===== config.mk =====
export PLATFORM = sky130hd
export DESIGN_NAME = fifo_param
export DESIGN_NICKNAME = d
export VERILOG_FILES = /design/src/rtl/fifo_param_pkg.sv /design/src/rtl/fifo_param_regfile.sv /design/src/rtl/fifo_param.sv
export SDC_FILE = /design/constraint.sdc
export NUM_CORES = 1
export LEC_CHECK = 0
export ABC_AREA = 0
export CAP_MARGIN = 10
export CORE_UTILIZATION = 51
export DETAILED_ROUTE_END_ITERATION = 7
export PLACE_DENSITY = 0.73
export REMOVE_ABC_BUFFERS = 1
export SYNTH_ARGS = -nofsm -noshare
export SYNTH_HDL_FRONTEND = slang
export SYNTH_HIERARCHICAL = 1
export SYNTH_SLANG_ARGS = --single-unit
export TNS_END_PERCENT = 30

===== constraint.sdc =====
create_clock -name clk -period 2.3 [get_ports clk]
set_input_delay 0.23 -clock clk [delete_from_list [all_inputs] [get_ports clk]]
set_output_delay 0.23 -clock clk [all_outputs]
set_load 0.02 [all_outputs]

===== src/rtl/fifo_param_pkg.sv =====
// Shared types and defaults for the parameterised FIFO: control state encoding,
// default sizing constants and an elaboration-time power-of-two check.
package fifo_param_pkg;

    typedef enum logic [1:0] {
        EMPTY   = 2'b00,
        PARTIAL = 2'b01,
        FULL    = 2'b10
    } fifo_state_t;

    localparam int DEF_WS    = 8;
    localparam int DEF_DEPTH = 8;

    function automatic bit is_pow2(input int unsigned v);
        return (v >= 32'd2) && ((v & (v - 32'd1)) == 32'd0);
    endfunction

endpackage


===== src/rtl/fifo_param_regfile.sv =====
// Storage array for fifo_param: synchronous write port, combinational read by address.
// Contents are deliberately not reset; occupancy tracking makes stale words unreachable.
module regfile_param #(
    parameter int WS    = 8,
    parameter int DEPTH = 8
) (
    input  logic                     clk,
    input  logic                     we,
    input  logic [$clog2(DEPTH)-1:0] waddr,
    input  logic [WS-1:0]            wdata,
    input  logic [$clog2(DEPTH)-1:0] raddr,
    output logic [WS-1:0]            rdata
);

    logic [WS-1:0] mem_r [DEPTH];

    // Write port
    always_ff @(posedge clk) begin
        if (we) begin
            mem_r[waddr] <= wdata;
        end
    end

    assign rdata = mem_r[raddr];

endmodule


===== src/rtl/fifo_param.sv =====
// Single-clock FIFO with registered outputs, threshold flags and sticky error flags.
// Occupancy drives an EMPTY/PARTIAL/FULL control FSM that gates push/pop acceptance.
module fifo_param
    import fifo_param_pkg::*;
#(
    parameter int WS    = DEF_WS,
    parameter int DEPTH = DEF_DEPTH,
    parameter int AF_TH = DEPTH - 1,
    parameter int AE_TH = 1
) (
    input  logic                   clk,
    input  logic                   reset_fifo_n,
    input  logic                   flush,
    input  logic                   push,
    input  logic                   pop,
    input  logic                   clr_err,
    input  logic [WS-1:0]          DataIn,
    output logic [WS-1:0]          DataOut,
    output logic                   pndng,
    output logic                   full,
    output logic                   almost_full,
    output logic                   almost_empty,
    output logic [$clog2(DEPTH):0] count,
    output logic                   overflow,
    output logic                   underflow
);

    localparam int AW = $clog2(DEPTH);
    localparam int CW = AW + 1;

    if (!is_pow2(DEPTH)) begin : g_bad_depth
        $error("fifo_param: DEPTH must be a power of two and at least 2");
    end
    if ((AF_TH < 0) || (AF_TH > DEPTH) || (AE_TH < 0) || (AE_TH > DEPTH)) begin : g_bad_th
        $error("fifo_param: AF_TH and AE_TH must lie within 0..DEPTH");
    end

    fifo_state_t   state_r, state_nx_s;
    logic [AW-1:0] wp_r, rp_r, wp_nx_s, rp_nx_s;
    logic [CW-1:0] count_nx_s;
    logic [WS-1:0] rdata_s, dout_nx_s;
    logic          do_push_s, do_pop_s, ovf_evt_s, udf_evt_s;
    logic          ovf_nx_s, udf_nx_s;

    regfile_param #(
        .WS    (WS),
        .DEPTH (DEPTH)
    ) u_regfile (
        .clk   (clk),
        .we    (do_push_s),
        .waddr (wp_r),
        .wdata (DataIn),
        .raddr (rp_r),
        .rdata (rdata_s)
    );

    // Acceptance, pointer/count update and FSM next state
    always_comb begin
        do_push_s  = 1'b0;
        do_pop_s   = 1'b0;
        ovf_evt_s  = 1'b0;
        udf_evt_s  = 1'b0;
        state_nx_s = state_r;
        wp_nx_s    = wp_r;
        rp_nx_s    = rp_r;
        count_nx_s = count;
        if (flush) begin
            state_nx_s = EMPTY;
            wp_nx_s    = {AW{1'b0}};
            rp_nx_s    = {AW{1'b0}};
            count_nx_s = {CW{1'b0}};
        end else begin
            // A pop frees a slot in the same edge, so a full FIFO still takes push+pop
            do_pop_s  = pop && (state_r != EMPTY);
            do_push_s = push && ((state_r != FULL) || pop);
            ovf_evt_s = push && !do_push_s;
            udf_evt_s = pop && !do_pop_s;
            if (do_push_s) begin
                wp_nx_s = wp_r + AW'(1);
            end else begin
                wp_nx_s = wp_r;
            end
            if (do_pop_s) begin
                rp_nx_s = rp_r + AW'(1);
            end else begin
                rp_nx_s = rp_r;
            end
            case ({do_push_s, do_pop_s})
                2'b10:   count_nx_s = count + CW'(1);
                2'b01:   count_nx_s = count - CW'(1);
                default: count_nx_s = count;
            endcase
            case (state_r)
                EMPTY: begin
                    if (do_push_s) begin
                        state_nx_s = PARTIAL;
                    end else begin
                        state_nx_s = EMPTY;
                    end
                end
                PARTIAL: begin
                    if (count_nx_s == CW'(DEPTH)) begin
                        state_nx_s = FULL;
                    end else if (count_nx_s == {CW{1'b0}}) begin
                        state_nx_s = EMPTY;
                    end else begin
                        state_nx_s = PARTIAL;
                    end
                end
                FULL: begin
                    if (do_pop_s && !do_push_s) begin
                        state_nx_s = PARTIAL;
                    end else begin
                        state_nx_s = FULL;
                    end
                end
                default: state_nx_s = EMPTY;
            endcase
        end
        ovf_nx_s  = (overflow && !clr_err) || ovf_evt_s;
        udf_nx_s  = (underflow && !clr_err) || udf_evt_s;
        dout_nx_s = do_pop_s ? rdata_s : DataOut;
    end

    // State, pointer and output registers
    always_ff @(posedge clk) begin
        if (!reset_fifo_n) begin
            state_r      <= EMPTY;
            wp_r         <= {AW{1'b0}};
            rp_r         <= {AW{1'b0}};
            count        <= {CW{1'b0}};
            DataOut      <= {WS{1'b0}};
            pndng        <= 1'b0;
            full         <= 1'b0;
            almost_full  <= 1'b0;
            almost_empty <= 1'b1;
            overflow     <= 1'b0;
            underflow    <= 1'b0;
        end else begin
            state_r      <= state_nx_s;
            wp_r         <= wp_nx_s;
            rp_r         <= rp_nx_s;
            count        <= count_nx_s;
            DataOut      <= dout_nx_s;
            pndng        <= (count_nx_s != {CW{1'b0}});
            full         <= (count_nx_s == CW'(DEPTH));
            almost_full  <= (count_nx_s >= CW'(AF_TH));
            almost_empty <= (count_nx_s <= CW'(AE_TH));
            overflow     <= ovf_nx_s;
            underflow    <= udf_nx_s;
        end
    end

endmodule


Yosys cells after proc, flatten, opt, wreduce, memory -nomap -nowiden. Memory sizes are Yosys's and may differ from the RTL's. A register that Yosys moved wholly into a read port is not among the register bits. Cells that the tools add are included.

Bitwise logic cells: 1. Equal/unequal tests: 7. Reduce and logical (&&, ||, !) cells: 19. Shifts and indexed selects: 0. Multiply operators: 0. Add/sub/neg operators: 4. Div/mod/pow operators: 0. Magnitude comparators: 2. Multiplexer cells: 14.

Operators with widths (count): 4-bit equality test, second input constant (2); 1-bit two-way mux (8); 4-bit two-way mux (2); 4-bit case mux with 2 select lines (1); 1-bit logical AND (7); 3-bit by 1-bit adder with 3-bit output, second input constant (2); 2-bit case mux with 3 select lines (1); 4-bit by 1-bit adder with 4-bit output, second input constant (1); 2-bit by 1-bit equality test with 1-bit output, second input constant (2); 2-bit equality test, second input constant (2); 4-bit by 3-bit greater-or-equal comparator with 1-bit output, second input constant (1); 4-bit by 1-bit <= comparator with 1-bit output, second input constant (1); 1-bit zero test (4); 4-bit zero test (1); 2-bit two-way mux (2); 4-bit nonzero test (1); 4-bit by 1-bit subtractor with 4-bit output, second input constant (1); 1-bit logical OR (3); 2-bit zero test (1); 2-bit != test, second input constant (1); 2-bit nonzero test (1); 2-bit OR reduction (1); 1-bit NOT (1).

Memory bits (writable): 64. Latch bits: 0. Memory bits (read-only): 0. Register bits after elaboration: 18. Memories kept: 1.

Memories: u_regfile.mem_r (depth 8, width 8, rd ports 1, clocked after Yosys merged registers in 1, write ports 1, line fifo_param_regfile.sv:15) `logic [WS-1:0] mem_r [DEPTH];`.

Logic depth before layout (Yosys ltp). Gate-level depths: netlist of run 1.

Depth in word-level cells: 10. Mapped depth: 12.

By module. Netlist of run 1, hierarchy kept.

Modules (own cells, without submodules): regfile_param (seq. area each 1921.8 um^2, area an instance 2531.2 um^2, cells an instance 106, times used 1); fifo_param (seq. area each 520.5 um^2, area an instance 1191.1 um^2, cells an instance 132, times used 1).

Least setup slack after synthesis of run 1. No wires, ideal clock.

Kind: flip-flop to flip-flop. Start point: reg state_r[1]. End point: reg state_r[1]. Buffers on the path: 2. Setup slack: -0.156 ns. Period minus slack after synthesis: 2.456 ns. Arrival time: 2.369 ns. Cell stages (with the launch flop): 13. Library setup time: 0.087 ns. Cells stage by stage: dfxtp_1 > o21ai_0 > buf_2 > inv_1 > ha_1 > buf_6 > xor2_1 > ha_1 > a21oi_2 > mux2i_1 > xor2_1 > nand2_2 > o31ai_1.

Word-level cells in the longest chain between the ends: 9. Elaborated cells between the ends (all ways): 18. Classes of those cells: 6 x eq/ne; 5 x mux; 7 x reduce/logical.

Ends and longest elaborated chain: start, declared (line fifo_param.sv:38) `fifo_state_t state_r, state_nx_s;`; start signal, assigned (line fifo_param.sv:140) `state_r <= state_nx_s;`; 2-bit != test (line fifo_param.sv:75) `do_push_s = push && ((state_r != FULL) || pop);`; 1-bit logical OR (line fifo_param.sv:75); 1-bit logical AND (line fifo_param.sv:75); 2-bit by 1-bit equality test with 1-bit output / 2-bit equality test (equally long branches) (line fifo_param.sv:88) `case ({do_push_s, do_pop_s})`; 4-bit case mux with 2 select lines (line fifo_param.sv:88); 4-bit two-way mux (line fifo_param.sv:67) `if (flush) begin`; 4-bit equality test (line fifo_param.sv:102) `if (count_nx_s == CW'(DEPTH)) begin`; 2-bit two-way mux (line fifo_param.sv:102); 2-bit case mux with 3 select lines * (line fifo_param.sv:93) `case (state_r)`.

Every way passes the cells marked *; elsewhere a longest branch is shown, timed or not. The select of a mux whose other input is x is not followed. A chain may end at the register's enable or synchronous reset.

Worst setup path in the final report of run 1.
Start point: reg state_r[0]. End point: reg state_r[1].

The elaborated chain is that of the path after synthesis.

==> run summary, run 1 <==
The worst hold path begins at pop. Counting distinct cell types in the post-synthesis netlist gives 41. The logs give 2 for the maximum buffer depth of the clock tree and 3720 µm² for the cell area after synthesis. The startpoint type of the worst setup path is a register.

The effective utilization at floorplan is 0.539, and the count of TritonRoute iterations in the first routing pass is 4. Summed over all cells, the static leakage comes to 1.56 nW. The tools report the number of pins exceeding their max-slew limit in the final report as 0. The logs give 0.656 for the part of the Yosys area used for sequential elements and 2.45 ns for the worst endpoint data arrival time. The clock network power share was 0.345; the number of flops mapped to enable cells by yosys was 64. Worst reg2reg path startpoint: state_r[0]. TritonCTS built the clock tree. TritonCTS created 9 clock buffers. The number of setup violations in the final report is 0, and the wire length per cell after detailed routing is 16.7 µm. The count of maximum capacitance violations was 0.

The logs give 0 for the number of buffers added for setup after CTS and 0.596 for the portion of total power attributed to sequential cells. The share of async-settable or async-resettable flops after synthesis is 0, and the number of top-level pins is 32. The final net count was 314. The run gives 698 µW as the power dissipated by switching net loads. Entering global routing, the biggest net connects 19 pins. In this run the worst path has a maximum fanout of 4.

After detailed routing, the number of vias per cell comes to 5.27. The worst setup path is captured at a register. Summed over all layers, the global routing overflow is 0. The final core utilization was 0.653; the tightest hold margin was 0.298 ns. Worst hold path class: in2reg.

Initial DRC count: 115. In this run the worst setup path begins at state_r[0]. The relative slew slack is 0.663, and the slew at the pin with the worst max-slew slack is 0.505 ns. The gate count after technology mapping was 238; the fraction of final layout cells with drive strength greater than 1 was 0.243. For this design, the CTS-stage hold fixing added 0 buffers. For the final hold violation count, the log shows 0. The first global-routing pass estimated 10,600 µm of wire.

The count of input and output buffers was 31; the CTS sink count was 90. Leaving out filler cells and counting taps, the final layout contains 396. Leading register cell type out of synthesis: edfxtp_1. The layout overhead on the synthesized area was 21.1%; the number of vias after detailed routing was 2,088.

The cell sitting at the root of the clock tree is a clkbuf_8. The worst path required time is 2.58 ns. The tools report the share of power burned in combinational logic as 0.059.

The H-tree was split into 3 levels. Leaving out fill and tap cells, the most frequent cell in the layout is edfxtp_1. The final period utilization is 0.947, and the internal power summed over all cells is 2.26 mW.

The worst setup path is of the reg2reg kind. Switching part of the total: 0.236. The maximum frequency from static timing analysis was 0.459 GHz.

Once detailed placement completed, the half-perimeter wirelength came to 4350 µm. After detailed placement, the design holds a cell count of 380. The clock transition at the register clock pins on the worst setup and hold paths after CTS is 0.09 ns, and the die area is 7640 µm². After floorplanning, the core was divided into 30 placement rows. Power spread over the standard cell area amounts to 655 nW/µm². After detailed routing, the number of remaining DRC violations is 0.

The run gives 6 as the count of warnings emitted by yosys. 0 antenna diodes ended up in the layout. The average instance in the mapped netlist occupies 15.6 µm².

The antenna violation net count after detailed routing was 0. For the setup TNS, the log shows 0 ns. The largest vdd supply drop was 0.000531 V; the floorplan die width was 87.4 µm.

The minimum clock period after layout is 2.18 ns. The top cell types in the final layout, fill and taps aside, are 64 x edfxtp_1, 30 x clkdlybuf4s50_1, 26 x buf_4. After synthesis the netlist holds a flip-flop and latch count of 90. The final layout contains routed wiring with a total length of 6620 µm. The maximum clock skew at final layout was 0.0133 ns; the final RePlAce weighted congestion was 0.762.

The number of global-route vias before repair is 2,055. Overall die height: 87.4 µm. The run gives 0 as the number of antenna violations at the first check in global routing. Core footprint: 6910 µm².

The global-route usage over all layers was 0.197. The run finished with clean final reports. The later-pin clock latency in the skew report is 0.36 ns.
-- registers in the layout, summed over array words and instances (netlist names), 2 cells and up --
register and cells:
u_regfile/mem_r 64, DataOut 8, count 4, rp_r 3
wp_r 3, state_r 2
-- worst paths after layout --
kind | to | slack (ns) | cells past startpoint
min | overflow | 0.30 | 4
max reg2reg | state_r[1] | 0.12 | 10
max | state_r[1] | 0.12 | 10
min reg2reg | DataOut[0] | 0.48 | 2
-- Yosys cell counts (4+ instances only) --
library cell | number | area share
edfxtp_1 | 64 | 0.52
mux4_1 | 15 | 0.11
o21ai_0 | 10 | 0.013
clkbuf_1 | 4 | 0.0040
nand2b_1 | 6 | 0.010
dfxtp_1 | 26 | 0.14
nor2_1 | 22 | 0.022
mux2_2 | 8 | 0.024
nand2_1 | 19 | 0.019
ha_1 | 5 | 0.017
a21boi_0 | 8 | 0.016
buf_6 | 4 | 0.012
xor2_1 | 6 | 0.014
-- critical path, stage by stage, from the launching register on --
cell and delay, ns:
dfxtp_2 0.35, o21ai_2 0.18, inv_2 0.08, ha_4 0.17
xor2_1 0.16, ha_2 0.19, a21oi_2 0.13, mux2i_2 0.27
xor2_2 0.26, nand2_2 0.11, o31ai_2 0.23
-- power groups by stage --
stage | Sequential [mW] | Clock, mW | Combinational [mW]
2_1_floorplan | 1.81 | 0 | 0.0659
3_3_place_gp | 1.80 | 0 | 0.165
3_5_place_dp | 1.80 | 0 | 0.168
4_1_cts | 1.76 | 1.04 | 0.171
5_1_grt | 1.76 | 1.12 | 0.189
6_report | 1.76 | 1.02 | 0.173
-- repair_timing --
action	CTS	global route
pin swaps	0	2
setup endpoints to repair	6	6
gates resized for setup	4	13
-- cells by family after synthesis --
kind of cell,share of synthesized area
adders and majority gates,0.0168
AOI/OAI and AO/OA,0.0524
and+or+nand+nor,0.0830
buffers and inverters,0.0272
DFF,0.656
xor gates and xnor gates,0.0165
muxes,0.148
-- stage by stage --
step | power [mW] | instance area (µm²) | worst slack, ns
after global placement | 1.96 | 4260 | -0.247
after global routing | 3.07 | 4510 | -0.00506
after CTS | 2.97 | 4470 | 0.00388
final | 2.95 | 4510 | 0.122
after floorplan | 1.87 | 3630 | -0.486
after detailed placement | 1.97 | 4260 | -0.346
-- routing by layer --
| metal | share of wire | vias up | GRT usage |
|---|---|---|---|
| met4 | 0.0092 | 0 | 0.0581 |
| met2 | 0.49 | 46 | 0.317 |
| met5 | 0 | - | 0 |
| li1 | - | 1022 | - |
| met1 | 0.47 | 1015 | 0.267 |
| met3 | 0.035 | 5 | 0.0512 |
-- cell type report --
cell class                      instances  area, µm²
Tap cell                               96        120
Sequential cell                        90       2440
Inverter                                2       7.51
Timing Repair Buffer                   58        519
Clock buffer                            9        124
Clock inverter                          7       65.1
Multi-Input combinational cell        134       1230
Fill cell                             528       2400
Note: power is estimated with default switching activity, not from simulation.
==> run 2: changes to the inputs <==
--- a/config.mk
+++ b/config.mk
@@ -7,9 +7,10 @@
 export LEC_CHECK = 0
 export ABC_AREA = 0
 export CAP_MARGIN = 10
-export CORE_UTILIZATION = 51
+export CORE_MARGIN = 5
+export CORE_UTILIZATION = 55
 export DETAILED_ROUTE_END_ITERATION = 7
-export PLACE_DENSITY = 0.73
+export PLACE_DENSITY = 0.74
 export REMOVE_ABC_BUFFERS = 1
 export SYNTH_ARGS = -nofsm -noshare
 export SYNTH_HDL_FRONTEND = slang
==> constraint.sdc (replaced) <==
create_clock -name clk -period 2.7 [get_ports clk]
set_input_delay 0.27 -clock clk [delete_from_list [all_inputs] [get_ports clk]]
set_output_delay 0.27 -clock clk [all_outputs]
set_load 0.02 [all_outputs]
==> run summary, run 2 (synthesized netlist as in run 1, its figures left out) <==
Entering global routing, the biggest net connects 19 pins. The worst hold path class is reg2reg. The first global-routing pass estimated 10,900 µm of wire. The internal power of the cells totals 1.88 mW. Along the worst path, the maximum fanout reaches 7. For the relative slew slack, the log shows 0.516. Traced cell by cell, the critical path runs through o21ai_0, inv_1, ha_1, xor2_1, ha_1, a21oi_2, mux2i_1, xor2_1, nand2_2, o31ai_1. The run gives 519 µW as the power dissipated by switching net loads. The remaining global-route overflow came out at 0. 0 antenna diodes ended up in the layout. Broken down by cell family, the worst path's largest delay share belongs to compound AO/OA/AOI/OAI gates. The logs give 2 for the maximum buffer depth of the clock tree and 0.057 for the share of power burned in combinational logic. Across the run, the number of max-cap violations was 0. The post-cts repair resize count is 0, and the fraction of final layout cells with drive strength greater than 1 is 0.171. Leaving out fill and tap cells, the most frequent cells in the layout are 64 x edfxtp_1, 31 x clkdlybuf4s50_1, 26 x dfxtp_1.

The clock buffer count from CTS was 9; the core footprint was 6680 µm². CTS sink count: 90. The H-tree was split into 3 levels. The overall die height was 92.3 µm; the detail-routed via count per cell was 5.49.

From synthesis to final layout, the design area changed by 16.9%. Critical path's slowest cell: dfxtp_1. The clock transition at the register clock pins on the worst setup and hold paths after CTS was 0.08 ns; the half-perimeter wire length of the detailed placement result was 4530 µm. The total power density per cell area is 552 nW/µm². The worst setup path is launched from a register. The clock reaches the later pin of the worst-skew pair after 0.35 ns.

The effective utilization at floorplan was 0.557; the number of global-route vias before repair was 2,126. The final route contains 2,048 vias. Final period utilization: 0.889. The die area came out at 8510 µm².

The design draws 2.40 mW. Buffers placed on the I/O ports in this run total 31. The run gives 0.797 as the final RePlAce weighted congestion. Based on the critical path, the design can be clocked at up to 0.417 GHz.

Row generation in the floorplan step produced 30 rows. Setup repair after global routing left no endpoint under its margin. The floorplan die width is 92.3 µm. The clock network power share is 0.318, and the worst reg-to-reg path cell count is 10. Number of stages on the worst hold path: 2. The largest registers in the layout are u_regfile/mem_r x64, DataOut x8, count x4. The number of antenna violations at the first check in global routing is 0, and the count of buffering cells on the critical path with inverters included is 1. The tools report the worst path required time as 2.97 ns.

The worst-case IR drop observed on VDD is 0.000385 V. The library cell used most frequently in the layout, excluding fill and tap cells, is edfxtp_1. At the pin with the least slew margin, the transition time is 0.726 ns. The worst register-to-register path ends at state_r[1].

The tree is rooted in a clkbuf_8. The run gives 0.651 as the final core utilization. The worst endpoint data arrival time came out at 2.67 ns. 32 I/O pins were placed. The count of nets left with antenna violations once routing finished came out at 0. The run gives 0 as the DRC violations left. The category of the critical setup timing path is reg2reg. The run gives 0.00842 ns as the maximum clock skew at final layout. For hold timing, the worst endpoint is DataOut[1].

The switching part of the total was 0.216. In the final routed layout, each cell accounts on average for 17.9 µm. The minimum clock period after layout was 2.40 ns; the number of setup violations in the final report was 0. The tools report the portion of total power attributed to sequential cells as 0.625.

The number of buffers added for setup after CTS was 0. The tools report the origin of the worst min-delay path as DataOut[1]. The number of pins exceeding their max-slew limit in the final report is 0. The endpoint kind of the worst setup timing path is a register.

TritonCTS built the clock tree. The first detailed-routing pass took 4 iterations. The tools report the global-route usage over all layers as 0.173. In this run the register-to-register setup slack is 0.30 ns. Worst reg2reg path startpoint: state_r[1].

The run gives 0 as the final hold violation count. The tools report the leakage power as 1.51 nW. The tools report the number of hold buffers added after cts as 0. The run finished with clean final reports.

The register with the highest flop count is u_regfile/mem_r. The biggest cell delay along the critical path is 0.38 ns. The register with the most flip-flops in the layout has 64 of them. After the last flow step, the layout net total stands at 307.

In this run, the number of DRC markers left after iteration 0 of detailed routing was 104. For this block, the routed nets add up to 6690 µm of wire.
[run 2: changes by cell type in the layout (fill, tap and decap cells not counted), sizes merged]
cell / previous run / this run
inv: 7 / 2
clkbuf: 9 / 10
clkdlybuf4s50: 30 / 31
clkinvlp: 1 / 2
buf: 27 / 20
clkinv: 1 / 4
dlymetal6s2s: 1 / 0
[run 2: routing by layer]
layer  part of all wire  global-route usage
met1               0.44               0.219
met2               0.50               0.277
met3              0.050              0.0402
met4              0.012              0.0903
met5                  0                   0
[run 2: worst reg2reg max path, cell delays in order (launching register included)]
cell and delay [ns]:
dfxtp_1 0.38, o21ai_0 0.26, inv_1 0.10, ha_1 0.23
xor2_1 0.17, ha_1 0.21, a21oi_2 0.11, mux2i_1 0.22
xor2_1 0.33, nand2_2 0.10, o31ai_1 0.22
[run 2: cell type report]
cell class | instances | area (µm²)
Clock buffer | 10 | 128
Tap cell | 80 | 100
Multi-Input combinational cell | 134 | 1180
Inverter | 2 | 7.51
Fill cell | 499 | 2330
Sequential cell | 90 | 2440
Timing Repair Buffer | 51 | 460
Clock inverter | 6 | 33.8
[run 2: metrics by stage]
stage	instance area [µm²]	hold WS, ns	setup WS [ns]	instances	TNS (ns)
2_1_floorplan	3630	0.369	-0.0863	226	-0.256
3_3_place_gp	4190	0.462	0.0790	357	0
3_5_place_dp	4190	0.470	0.0395	357	0
4_1_cts	4350	0.484	0.303	373	0
5_1_grt	4350	0.511	0.0516	373	0
6_report	4350	0.485	0.300	373	0
[run 2: power by group through the flow]
stage / Combinational [mW] / Sequential, mW / Clock, mW
global placement: 0.133 / 1.53 / 0
floorplan: 0.0561 / 1.54 / 0
finish: 0.137 / 1.50 / 0.764
CTS: 0.137 / 1.50 / 0.787
global route: 0.150 / 1.50 / 0.855
detailed placement: 0.136 / 1.53 / 0
[run 2: worst max path at each step]
stage / endpoint / cells past startpoint / start
finish: state_r[1] / 10 / state_r[1]
global route: state_r[1] / 10 / state_r[1]
CTS: state_r[1] / 10 / state_r[1]
detailed placement: state_r[1] / 12 / pop
global placement: state_r[1] / 12 / pop
floorplan: state_r[1] / 10 / state_r[1]
